File: config.mk
export PLATFORM = sky130hd
export DESIGN_NAME = button_bank
export DESIGN_NICKNAME = d
export VERILOG_FILES = /design/src/rtl/button_bank.sv
export SDC_FILE = /design/constraint.sdc
export NUM_CORES = 1
export LEC_CHECK = 0
export ABC_AREA = 1
export BUFFER_PORTS_ARGS = -buffer_cell sky130_fd_sc_hd__buf_2
export CAP_MARGIN = 20
export CORE_MARGIN = 2
export CORE_UTILIZATION = 40
export CTS_CLUSTER_DIAMETER = 100
export DETAILED_ROUTE_END_ITERATION = 8
export PLACE_DENSITY_LB_ADDON = 0.15
export SLEW_MARGIN = 20
export SYNTH_ARGS = -nofsm -noshare
export SYNTH_HDL_FRONTEND = slang
export SYNTH_SLANG_ARGS = --single-unit
File: constraint.sdc
create_clock -name clk -period 2.1 [get_ports clk]
set_input_delay 0.315 -clock clk [delete_from_list [all_inputs] [get_ports clk]]
set_output_delay 0.315 -clock clk [all_outputs]
set_load 0.01 [all_outputs]
File: src/rtl/button_bank.sv
// N-channel key front end: 2-flop sync, counter debounce, and a per-channel
// request FSM with ack handshake and optional delayed auto-repeat.
module button_bank #(
  parameter int unsigned          N_BUTTONS         = 4,
  parameter int unsigned          DEBOUNCE_CYCLES   = 500000,
  parameter int unsigned          REPEAT_DELAY      = 8500000,
  parameter int unsigned          REPEAT_RATE       = 2500000,
  parameter logic [N_BUTTONS-1:0] REPEAT_EN         = N_BUTTONS'(4'b0011),
  parameter bit                   BUTTON_ACTIVE_LOW = 1'b0,
  parameter int unsigned          LED_CHANNEL       = 0
) (
  input  logic                 clk,
  input  logic                 iReset,
  input  logic [N_BUTTONS-1:0] iButton,
  input  logic [N_BUTTONS-1:0] iOffSignal,
  output logic [N_BUTTONS-1:0] oSignal,
  output logic [N_BUTTONS-1:0] oDebounced,
  output logic [4:0]           oLEDs
);

  localparam int unsigned DCW        = $clog2(DEBOUNCE_CYCLES + 1);
  localparam int unsigned REPEAT_MAX = (REPEAT_DELAY > REPEAT_RATE) ? REPEAT_DELAY : REPEAT_RATE;
  localparam int unsigned TW         = $clog2(REPEAT_MAX + 1);

  // One-hot codes double as the LED pattern; bit 3 is never lit.
  typedef enum logic [4:0] {
    S_IDLE    = 5'b00001,
    S_PENDING = 5'b00010,
    S_LATCHED = 5'b00100,
    S_HELD    = 5'b10000
  } state_e;

  for (genvar g = 0; g < N_BUTTONS; g++) begin : g_ch
    logic           raw;
    logic           sync1_q, sync2_q;
    logic           deb_q, deb_d;
    logic [DCW-1:0] cnt_q, cnt_d;
    state_e         state_q, state_d;
    logic [TW-1:0]  timer_q, timer_d;
    logic [TW-1:0]  limit;
    logic           first_q, first_d;

    assign raw = iButton[g] ^ BUTTON_ACTIVE_LOW;

    always_ff @(posedge clk) begin
      if (iReset) begin
        sync1_q <= 1'b0;
        sync2_q <= 1'b0;
        deb_q   <= 1'b0;
        cnt_q   <= '0;
        state_q <= S_IDLE;
        timer_q <= '0;
        first_q <= 1'b0;
      end else begin
        sync1_q <= raw;
        sync2_q <= sync1_q;
        deb_q   <= deb_d;
        cnt_q   <= cnt_d;
        state_q <= state_d;
        timer_q <= timer_d;
        first_q <= first_d;
      end
    end

    always_comb begin
      cnt_d = cnt_q;
      deb_d = deb_q;
      if (sync2_q == deb_q) begin
        cnt_d = '0;
      end else if (cnt_q == DCW'(DEBOUNCE_CYCLES - 1)) begin
        deb_d = ~deb_q;
        cnt_d = '0;
      end else begin
        cnt_d = cnt_q + 1'b1;
      end
    end

    // first is armed on the IDLE->PENDING edge so that only a fresh press
    // gets the long delay; repeat-driven PENDING->HELD keeps it cleared.
    always_comb begin
      state_d = state_q;
      timer_d = timer_q;
      first_d = first_q;
      limit   = first_q ? TW'(REPEAT_DELAY - 1) : TW'(REPEAT_RATE - 1);
      unique case (state_q)
        S_IDLE: begin
          if (deb_q) begin
            state_d = S_PENDING;
            first_d = 1'b1;
          end
        end
        S_PENDING: begin
          if (iOffSignal[g]) begin
            if (deb_q) begin
              state_d = S_HELD;
              timer_d = '0;
            end else begin
              state_d = S_IDLE;
            end
          end else if (!deb_q) begin
            state_d = S_LATCHED;
          end
        end
        S_LATCHED: begin
          if (iOffSignal[g]) state_d = S_IDLE;
        end
        S_HELD: begin
          if (!deb_q) begin
            state_d = S_IDLE;
          end else if (REPEAT_EN[g]) begin
            if (timer_q == limit) begin
              state_d = S_PENDING;
              first_d = 1'b0;
            end else begin
              timer_d = timer_q + 1'b1;
            end
          end
        end
        default: state_d = S_IDLE;
      endcase
    end

    assign oSignal[g]    = (state_q == S_PENDING) || (state_q == S_LATCHED);
    assign oDebounced[g] = deb_q;

    if (g == LED_CHANNEL) begin : g_led
      assign oLEDs = state_q;
    end
  end

endmodule

==> run_results.csv <==
group,metric,value,unit
sta,rsz0062_at_grt,"no",
clock_network,postCtsHoldBufs,0,
sta,clock.fmax,0.5346,GHz
setup_path,worstSetupStartpoint,"g_ch[2].state_q[2]",
setup_path,reg2regPathDepth,10,
routing,vias,7901,
logic_synthesis,syn_nets,1341,
clock_network,cts_buffer_depth,2,
floorplanning,die_area,0.02224,mm^2
setup_path,r2r-end,"g_ch[1].timer_q[21]",
clock_network,path_clk_slew,60,ps
routing,post-route-drc-count,0,
placed_design,place.detailed.hpwl,14100,um
power,cellLeakagePower,0.003409,uW
setup_path,crit_arrival,1560,ps
sta,finalHoldViolations,0,
placed_design,gp_congestion,0.8858,
setup_path,rr_startpoint,"g_ch[1].timer_q[1]",
cells_and_area,fin_util,45.73,%
routing,dr.pass1.iters,6,
floorplanning,io_pins,23,
global_routing,first_global_vias,7124,
placed_design,place_worst_setup_slack,177.7,ps
logic_synthesis,syn_area_per_cell,6.359,um^2
sta,fin_skew,9.947,ps
logic_synthesis,ys_seq_elements,154,
sta,min_period_over_period,89.08,%
sta,period_needed,1871,ps
sta,fin_ws,229.3,ps
hold_path,hold_path_class,"in2reg",
routing,drtAntennaViolNets,0,
run,drv_cap,0,
global_routing,antenna_found_initial,0,
global_routing,grt_max_degree,36,
routing,routed_wl,19230,um
cells_and_area,layout_commonest_cell,"nand2_1",
cells_and_area,drive_above_1_share,8.169,%
logic_synthesis,synthCells,1325,
global_routing,grt_usage,18.24,%
floorplanning,core,0.02082,mm^2
clock_network,ctsHtreeMaxLevel,4,
power,p_total,7132,uW
power,ir_worst_vdd,0.4463,mV
routing,dr.first_iter.drc_count,469,
routing,viasPerCell,4.800,
cells_and_area,nFillCells,2216,
clock_network,clock_sinks,154,
setup_path,reg2reg_setup_slack,260,ps
floorplanning,die_x,149.1,um
clock_network,clk_latency,430,ps
cells_and_area,layout.nets,1375,
global_routing,grt_pass1_wl,33340,um
sta,setup_tns,0,ps
cells_and_area,most-common-layout-cells,"nand2_1, nor2_1, dfxtp_1",
setup_path,endpoint_kind,"output pin",
cells_and_area,diodes,0,
routing,wl_per_cell,11.68,um
clock_network,numCtsBuffers,17,
setup_path,endpoint,"oSignal[2]",
setup_path,crit_fanout,4,
clock_network,root_buffer,"clkbuf_16",
logic_synthesis,seq_area_frac_synth,36.59,%
clock_network,postCtsSetupBuffers,0,
floorplanning,initial_core_util,40.46,%
logic_synthesis,synth.distinct_cells,42,
logic_synthesis,synth_warnings,0,
logic_synthesis,synth_area,0.008426,mm^2
cells_and_area,area_growth,13.01,%
sta,setup_viol,0,
global_routing,overflow,0,
status,status,"finished clean",
floorplanning,rows,53,
power,power_density,749.0,mW/mm^2
setup_path,cp-start-kind,"flop",
setup_path,required,1780,ps
setup_path,criticalPathCategory,"reg2out",
clock_network,ctsResizeCount,0,
floorplanning,die_h,149.1,um
placed_design,numPortBuffers,21,
clock_network,cts_tree,"done",
sta,drv_slew,0,
==> stage by stage <==
| stage | cell area (um^2) | instances | hold slack [ps] |
|---|---|---|---|
| CTS | 9504 | 1646 | 84.55 |
| finish | 9522 | 1646 | 105.9 |
| floorplan | 8426 | 1325 | 388.3 |
| detailed placement | 8895 | 1615 | 401.7 |
| global placement | 8895 | 1615 | 393.4 |
| global route | 9522 | 1646 | 123.1 |
==> layout make-up <==
class	count	area, um^2	share of cell area (%)
tap	275	344.1	3.614
multi-input combinational	988	4619	48.52
clock buffer	17	425.4	4.468
timing repair buffer	45	289.0	3.035
inverter	153	575.6	6.045
clock inverter	14	183.9	1.932
sequential	154	3084	32.39
==> metal layers <==
metal  track usage (%)  part of all wire, %
met5                 0                    0
met4             5.095                  1.2
met3             3.792                  3.4
met2             29.26                   44
met1             24.89                   51
==> critical path: stages (launching register included) <==
cell and delay [ps]:
dfxtp_1 320, inv_1 90, nand2_1 50, nor3_1 340, inv_1 80, nand2_1 100, buf_2 140
==> cell families (layout without fill, tap and decap cells) <==
group                    after synthesis  in the layout  synth area share (%)
AND/OR/NAND/NOR                      821            821                 41.57
flip-flops                           154            154                 36.59
AO/OA/AOI/OAI                        114            114                 7.395
other                                  1              1               0.04451
XOR/XNOR                              46             46                 4.782
adder cells (fa/ha/maj)                6              6                0.8910
buffers and inverters                183            229                 8.732
==> registers in the layout (all words and copies together) (netlist names) <==
| register | flops |
|---|---|
| g_ch.cnt_q | 76 |
| g_ch.sync2_q | 4 |
| g_ch.deb_q | 4 |
| g_ch.sync1_q | 4 |
| g_ch.state_q | 12 |
| g_ch.timer_q | 48 |
| g_ch.first_q | 2 |
| oLEDs | 4 |
==> worst min-delay path by stage <==
stage                                from               to  slack (ps)  cells past startpoint
final                          iButton[2]  g_ch[2].sync1_q         110                      3
after CTS                      iButton[2]  g_ch[2].sync1_q          80                      3
after global routing           iButton[3]  g_ch[3].sync1_q         120                      3
after detailed placement  g_ch[2].sync1_q  g_ch[2].sync2_q         400                      2
after floorplan           g_ch[0].sync1_q  g_ch[0].sync2_q         390                      2
after global placement    g_ch[1].sync1_q  g_ch[1].sync2_q         390                      2
==> Yosys cell counts, drive strengths merged <==
cell / number / share of area, %
o21bai: 1 / 0.089
nand3: 107 / 6.6
nand3b: 2 / 0.18
a31oi: 3 / 0.22
clkbuf: 14 / 0.62
clkinv: 1 / 0.059
buf: 16 / 1.3
a21oi: 79 / 5.0
nor2: 266 / 12
nor4: 5 / 0.37
a211oi: 1 / 0.089
nor3: 49 / 3.0
or3: 1 / 0.074
o211ai: 3 / 0.27
nor3b: 13 / 1.2
conb: 1 / 0.045
dfxtp: 154 / 37
nand4: 22 / 1.6
inv: 152 / 6.8
ha: 6 / 0.89
xor2: 33 / 3.4
nand2: 346 / 16
or2: 7 / 0.52
a31o: 1 / 0.10
o21a: 1 / 0.089
xnor2: 13 / 1.4
o21ai: 25 / 1.5
and3: 3 / 0.22
==> where the power goes <==
group          switching [uW]  total, uW  internal, uW
Clock                    1330       3220          1900
Sequential               85.7       3110          3020
Combinational             516        799           283
Total                    1930       7130          5200
Note: power is estimated with default switching activity, not from simulation.
